[src/rtl/processinho_pkg.sv]
// Shared definitions for the processinho sequencer and its datapath:
// FSM state encoding, operand width and ULA opcodes.
package processinho_pkg;

    localparam int unsigned OP_W  = 4;
    localparam int unsigned CNT_W = 4;

    typedef enum logic [2:0] {
        StIdle  = 3'd0,
        StLoadA = 3'd1,
        StLoadB = 3'd2,
        StExec  = 3'd3,
        StWait  = 3'd4,
        StDone  = 3'd5
    } state_t;

    localparam logic [OP_W-1:0] OpAdd = 4'd0;
    localparam logic [OP_W-1:0] OpSub = 4'd1;
    localparam logic [OP_W-1:0] OpAnd = 4'd2;
    localparam logic [OP_W-1:0] OpOr  = 4'd3;
    localparam logic [OP_W-1:0] OpXor = 4'd4;

endpackage

[src/rtl/processinho_if.sv]
// Request, board-control, ULA and datapath-strobe signals of the sequencer.
interface processinho_if;
    import processinho_pkg::*;

    logic            req;
    logic [OP_W-1:0] a_in;
    logic [OP_W-1:0] b_in;
    logic [OP_W-1:0] op_in;
    logic            step_mode;
    logic            step_btn;
    logic [7:0]      ula_result;

    logic            ack;
    logic            busy;
    logic            setRegA;
    logic            setRegB;
    logic [OP_W-1:0] operando;
    logic [OP_W-1:0] ula_operation;
    logic            latch_ula;
    logic [7:0]      result;
    logic            done;
    logic [2:0]      state;

    modport master (
        output req, a_in, b_in, op_in, step_mode, step_btn, ula_result,
        input  ack, busy, setRegA, setRegB, operando, ula_operation, latch_ula,
               result, done, state
    );

    modport slave (
        input  req, a_in, b_in, op_in, step_mode, step_btn, ula_result,
        output ack, busy, setRegA, setRegB, operando, ula_operation, latch_ula,
               result, done, state
    );

endinterface

[src/rtl/rise_edge.sv]
// One-cycle pulse on each 0->1 transition of an already synchronised level.
module rise_edge (
    input  logic clock,
    input  logic reset,
    input  logic level,
    output logic pulse
);

    logic level_q;

    always_ff @(posedge clock or posedge reset) begin
        if (reset) begin
            level_q <= 1'b0;
        end else begin
            level_q <= level;
        end
    end

    assign pulse = level & ~level_q;

endmodule

[src/rtl/processinho_sequencer.sv]
// Sequences one processinho operation: load A, load B, execute, wait for the
// ULA, capture the result. Optional push-button stepping for demonstrations.
module processinho_sequencer
    import processinho_pkg::*;
#(
    parameter int unsigned ULA_LATENCY = 1
) (
    input logic           clock,
    input logic           reset,
    processinho_if.slave  bus
);

    state_t            state_q, state_d;
    logic [CNT_W-1:0]  cnt_q, cnt_d;
    logic [OP_W-1:0]   a_q, a_d, b_q, b_d, op_q, op_d;
    logic [OP_W-1:0]   operando_q, operando_d, ula_op_q, ula_op_d;
    logic [7:0]        result_q, result_d;
    logic              ack_q, ack_d, set_a_q, set_a_d, set_b_q, set_b_d;
    logic              latch_q, latch_d, done_q, done_d;
    logic              step_pulse, advance;

    rise_edge u_step_edge (
        .clock (clock),
        .reset (reset),
        .level (bus.step_btn),
        .pulse (step_pulse)
    );

    assign advance = ~bus.step_mode | step_pulse;

    // Strobes are registered on the edge that leaves their phase, so each one
    // appears the cycle after its state (and after the button edge in step mode).
    always_comb begin
        state_d    = state_q;
        cnt_d      = cnt_q;
        a_d        = a_q;
        b_d        = b_q;
        op_d       = op_q;
        operando_d = operando_q;
        ula_op_d   = ula_op_q;
        result_d   = result_q;
        ack_d      = 1'b0;
        set_a_d    = 1'b0;
        set_b_d    = 1'b0;
        latch_d    = 1'b0;
        done_d     = 1'b0;
        case (state_q)
            StIdle: begin
                if (bus.req) begin
                    a_d     = bus.a_in;
                    b_d     = bus.b_in;
                    op_d    = bus.op_in;
                    ack_d   = 1'b1;
                    state_d = StLoadA;
                end
            end
            StLoadA: begin
                if (advance) begin
                    operando_d = a_q;
                    set_a_d    = 1'b1;
                    state_d    = StLoadB;
                end
            end
            StLoadB: begin
                if (advance) begin
                    operando_d = b_q;
                    set_b_d    = 1'b1;
                    state_d    = StExec;
                end
            end
            StExec: begin
                if (advance) begin
                    ula_op_d = op_q;
                    latch_d  = 1'b1;
                    cnt_d    = CNT_W'(ULA_LATENCY);
                    state_d  = StWait;
                end
            end
            StWait: begin
                if (cnt_q <= 4'd1) begin
                    state_d = StDone;
                end else begin
                    cnt_d = cnt_q - 4'd1;
                end
            end
            StDone: begin
                // ula_result is valid ULA_LATENCY cycles after the latch_ula cycle.
                if (advance) begin
                    result_d = bus.ula_result;
                    done_d   = 1'b1;
                    state_d  = StIdle;
                end
            end
            default: state_d = StIdle;
        endcase
    end

    always_ff @(posedge clock or posedge reset) begin
        if (reset) begin
            state_q    <= StIdle;
            cnt_q      <= '0;
            a_q        <= '0;
            b_q        <= '0;
            op_q       <= '0;
            operando_q <= '0;
            ula_op_q   <= '0;
            result_q   <= '0;
            ack_q      <= 1'b0;
            set_a_q    <= 1'b0;
            set_b_q    <= 1'b0;
            latch_q    <= 1'b0;
            done_q     <= 1'b0;
        end else begin
            state_q    <= state_d;
            cnt_q      <= cnt_d;
            a_q        <= a_d;
            b_q        <= b_d;
            op_q       <= op_d;
            operando_q <= operando_d;
            ula_op_q   <= ula_op_d;
            result_q   <= result_d;
            ack_q      <= ack_d;
            set_a_q    <= set_a_d;
            set_b_q    <= set_b_d;
            latch_q    <= latch_d;
            done_q     <= done_d;
        end
    end

    assign bus.ack           = ack_q;
    assign bus.busy          = (state_q != StIdle);
    assign bus.setRegA       = set_a_q;
    assign bus.setRegB       = set_b_q;
    assign bus.operando      = operando_q;
    assign bus.ula_operation = ula_op_q;
    assign bus.latch_ula     = latch_q;
    assign bus.result        = result_q;
    assign bus.done          = done_q;
    assign bus.state         = state_q;

endmodule

[src/flat_wrapper.sv]
// flat-port wrapper written by rule: the top's interface ports become plain ports
module processinho_sequencer_flat import processinho_pkg::*;
#(
    parameter int unsigned ULA_LATENCY = 1
)
  (clock, reset, bus_req, bus_a_in, bus_b_in, bus_op_in, bus_step_mode, bus_step_btn, bus_ula_result, bus_ack, bus_busy, bus_setRegA, bus_setRegB, bus_operando, bus_ula_operation, bus_latch_ula, bus_result, bus_done, bus_state);
  processinho_if bus_i ();
  input logic clock;
  input logic reset;
  input wire logic [$bits(bus_i.req)-1:0] bus_req;
  input wire logic [$bits(bus_i.a_in)-1:0] bus_a_in;
  input wire logic [$bits(bus_i.b_in)-1:0] bus_b_in;
  input wire logic [$bits(bus_i.op_in)-1:0] bus_op_in;
  input wire logic [$bits(bus_i.step_mode)-1:0] bus_step_mode;
  input wire logic [$bits(bus_i.step_btn)-1:0] bus_step_btn;
  input wire logic [$bits(bus_i.ula_result)-1:0] bus_ula_result;
  output wire logic [$bits(bus_i.ack)-1:0] bus_ack;
  output wire logic [$bits(bus_i.busy)-1:0] bus_busy;
  output wire logic [$bits(bus_i.setRegA)-1:0] bus_setRegA;
  output wire logic [$bits(bus_i.setRegB)-1:0] bus_setRegB;
  output wire logic [$bits(bus_i.operando)-1:0] bus_operando;
  output wire logic [$bits(bus_i.ula_operation)-1:0] bus_ula_operation;
  output wire logic [$bits(bus_i.latch_ula)-1:0] bus_latch_ula;
  output wire logic [$bits(bus_i.result)-1:0] bus_result;
  output wire logic [$bits(bus_i.done)-1:0] bus_done;
  output wire logic [$bits(bus_i.state)-1:0] bus_state;
  assign bus_i.req = bus_req;
  assign bus_i.a_in = bus_a_in;
  assign bus_i.b_in = bus_b_in;
  assign bus_i.op_in = bus_op_in;
  assign bus_i.step_mode = bus_step_mode;
  assign bus_i.step_btn = bus_step_btn;
  assign bus_i.ula_result = bus_ula_result;
  assign bus_ack = bus_i.ack;
  assign bus_busy = bus_i.busy;
  assign bus_setRegA = bus_i.setRegA;
  assign bus_setRegB = bus_i.setRegB;
  assign bus_operando = bus_i.operando;
  assign bus_ula_operation = bus_i.ula_operation;
  assign bus_latch_ula = bus_i.latch_ula;
  assign bus_result = bus_i.result;
  assign bus_done = bus_i.done;
  assign bus_state = bus_i.state;
  processinho_sequencer #(.ULA_LATENCY(ULA_LATENCY)) u_core (.clock(clock), .reset(reset), .bus(bus_i));
endmodule
[config.mk]
export PLATFORM = sky130hd
export DESIGN_NAME = processinho_sequencer_flat
export DESIGN_NICKNAME = d
export VERILOG_FILES = /design/src/rtl/processinho_pkg.sv /design/src/rtl/processinho_if.sv /design/src/rtl/rise_edge.sv /design/src/rtl/processinho_sequencer.sv /design/src/flat_wrapper.sv
export SDC_FILE = /design/constraint.sdc
export NUM_CORES = 1
export LEC_CHECK = 0
export ABC_AREA = 1
export CAP_MARGIN = 10
export CORE_MARGIN = 2
export CORE_UTILIZATION = 47
export DETAILED_ROUTE_END_ITERATION = 16
export GPL_TIMING_DRIVEN = 0
export PLACE_DENSITY = 0.78
export SYNTH_ARGS = -nofsm -noshare
export SYNTH_HDL_FRONTEND = slang
export SYNTH_HIERARCHICAL = 1
export SYNTH_SLANG_ARGS = --single-unit
[constraint.sdc]
create_clock -name clock -period 1.7 [get_ports clock]
set_clock_uncertainty 0.05 [all_clocks]
set_input_delay 0.34 -clock clock [delete_from_list [all_inputs] [get_ports clock]]
set_output_delay 0.34 -clock clock [all_outputs]
set_load 0.02 [all_outputs]
==> impl_metrics.csv <==
group,metric,value,unit
status,outcome,"finished, final reports clean",
timing,slew_viol_final,0,
job,maxCapViolCount,0,
setup_path,path_cells,"clkdlybuf4s50_1",
power_and_ir_drop,comb_power_share,0.491,
timing,max_clock_freq,606.5,MHz
setup_path,critPathMaxStageDelay,610,ps
logic_synthesis,yosys.area_share.simple,0.3215,
drt,ant_nets,0,
finish,num_antenna_cells,0,
finish,area_delta_synth_final,37.47,%
setup_path,rr_worst_depth,9,
finish,post_route_cells_drive_above_1_share,0.1418,
setup_path,start_kind,"register",
logic_synthesis,syn_nets,240,
clocking,clk_pin_slew,80,ps
drt,wl,3708,um
setup_path,crit_required,1310,ps
finish,multi_input_area,698.2,um^2
grt,grt_antenna_before_repair,0,
setup_path,critical_path_peak_fanout,2,
logic_synthesis,synth_compound_area_frac,0.02929,
drt,wire_per_inst,11.48,um
timing,tightest_slew,796.0,ps
power_and_ir_drop,power_density,1711,nW/um^2
logic_synthesis,postSynthCellCount,213,
grt,grt_pass1_vias,1420,
power_and_ir_drop,total_power,4.320,mW
logic_synthesis,synthAdderAreaFrac,0.01362,
timing,post-route-min-period,1649,ps
finish,nets,301,
logic_synthesis,synth_xor_area_frac,0.004768,
placed_design,gp_congestion,0.8299,
setup_path,cp_slowest_cell,"clkdlybuf4s50_1",
grt,grt_pass1_wl,6182,um
clocking,clockBufferDepth,2,
floorplanning,initial_core_util,0.4943,
placed_design,place_ws,-191.8,ps
setup_path,r2r_slack,220,ps
timing,setup_viol,0,
logic_synthesis,synth_top_family_by_area,"simple AND/OR/NAND/NOR gates",
power_and_ir_drop,leakagePower,1.348,nW
placed_design,io_buffers,49,
grt,track_usage,0.1886,
logic_synthesis,ys_warn_count,6,
setup_path,cp_data_arrival_time,1260,ps
logic_synthesis,ys_ff_latch,41,
clocking,root_buffer,"clkbuf_8",
timing,fin_tns_setup,0,ps
power_and_ir_drop,netSwitchingPower,1.736,mW
power_and_ir_drop,power.internal,2.584,mW
finish,regArea,1028,um^2
floorplanning,core,3716,um^2
setup_path,endpoint_kind,"primary output",
floorplanning,die-area,4424,um^2
power_and_ir_drop,p_clk_frac,0.138,
drt,drc,0,
clocking,clk_latency,290,ps
setup_path,rr_startpoint,"u_core/cnt_q[0]",
min_path,hold_path.class,"in2async",
grt,overflow,0,
power_and_ir_drop,ir_drop,0.8412,mV
drt,post_drt_via_cell_ratio,4.650,
placed_design,dp_cells,310,
floorplanning,die_y,66.52,um
floorplanning,placementRows,22,
setup_path,path_class,"reg2out",
setup_path,crit_buf_inv,1,
timing,setup_ws,51.23,ps
finish,fin_cells,323,
floorplanning,num_io_pins,50,
logic_synthesis,synth.area.mux_share,0,
drt,first_iter_violations,159,
logic_synthesis,syn_area,1837,um^2
timing,maxSlewHeadroom,0.4686,
timing,hold_viol,0,
clocking,cts_tree,"yes",
floorplanning,fp.dieW,66.52,um
drt,num_vias,1502,
logic_synthesis,synth_cell_types,23,
setup_path,worstReg2RegEnd,"u_core/bus.state[0]",
clocking,cts_buffers,5,
grt,grt_max_degree,41,
power_and_ir_drop,seqPwrFrac,0.370,
power_and_ir_drop,power_switching_share,0.4018,
finish,final.fill_count,307,
clocking,cts_sinks,41,
timing,min_period_over_period,0.9699,
placed_design,dp_hpwl,2591,um
logic_synthesis,avgSynthCellArea,8.623,um^2
setup_path,cp_top_family,"buffers and inverters",
clocking,cts_max_level,2,
logic_synthesis,seq_area_frac_synth,0.5586,
clocking,hold_buffers,0,
drt,drtPass1Iterations,4,
## cell usage in the layout, fill, tap and decap left out, types with 6 or more instances in the layout
cell and count:
nand2_1 96, clkdlybuf4s50_1 45, dfrtp_1 39, inv_1 18, nand3_1 10, o21ai_0 8, buf_4 6, nor2_1 6
## state kept, by name (all words and copies together) (netlist names), 3 cells and up
signal,cells
u_core/bus.operando,4
u_core/bus.ula_operation,4
u_core/bus.state,3
u_core/a_q,4
u_core/cnt_q,4
u_core/b_q,4
u_core/op_q,4
u_core/bus.result,8
## metal layers
metal	track usage	vias to the layer above	share of wire
met5	0	-	0
met4	0.1071	0	0.012
met3	0.03716	6	0.035
met2	0.2950	39	0.51
met1	0.2444	680	0.45
li1	-	777	-
## through the flow
stage | util | instance area, um^2 | hold WS (ps)
after floorplan | - | 1837 | 18.71
after global placement | 0.6424 | 2387 | 398.2
after detailed placement | 0.6424 | 2387 | 409.5
after CTS | 0.6623 | 2461 | 167.0
after global routing | 0.6795 | 2525 | 187.6
final | 0.6795 | 2525 | 175.6
## cells in the mapped netlist
cell	instances	area [um^2]
inv_6	1	8.760
o21ai_0	8	40.04
clkinv_2	1	5.000
nand2_4	4	45.04
inv_4	1	6.260
o21ai_2	1	8.760
ha_1	2	25.02
a21oi_1	1	5.000
nand3_1	11	55.05
nand4_1	3	18.77
nor2_4	2	22.52
buf_8	1	15.01
buf_6	1	11.26
inv_2	4	15.01
nand2_2	2	12.51
nor2_2	2	12.51
nand3_2	3	30.03
nor2_1	6	22.52
nand2_1	97	364.1
dfrtp_1	41	1026
xor2_1	1	8.760
inv_1	19	71.32
nand3b_1	1	7.510
## power by group through the flow
stage	registers (mW)	logic, mW	clock network [mW]
3_5_place_dp	1.61	2.03	0
4_1_cts	1.60	2.01	0.621
6_report	1.60	2.12	0.597
2_1_floorplan	1.87	0.999	0
3_3_place_gp	1.60	1.99	0
5_1_grt	1.65	2.36	0.660
## area by class of cell
type,instances,area share
Inverter,26,0.04212
Sequential cell,41,0.4073
Tap cell,48,0.02379
Clock buffer,8,0.03171
Buffer,2,0.01041
Multi-Input combinational cell,144,0.2765
Timing Repair Buffer,54,0.2081
## kinds of logic after synthesis
family          Yosys count
fa+ha+maj                 2
xor+xnor                  1
simple gates            131
buf+inv                  28
flops                    41
compound gates           10
## repair_timing
item                                    in CTS  in global routing
setup buffers                                0                  5
pin swaps                                    0                  2
gates resized for setup                      7                  7
cloned                                       0                  0
endpoints found under the setup margin       3                 15
## how the worst max path moves through the flow
stage	startpoint	endpoint	slack, ps	cells past startpoint
after floorplan	u_core/bus.state[1]	bus_busy	340	5
after global placement	reset	u_core/bus.result[1]	-470	2
after detailed placement	bus_step_btn	u_core/bus.result[1]	-190	9
after CTS	u_core/bus.state[1]	bus_busy	7	6
after global routing	u_core/bus.state[1]	bus_busy	-4	6
final	u_core/bus.result[3]	bus_result[3]	50	1
(Power assumes the default switching activity.)
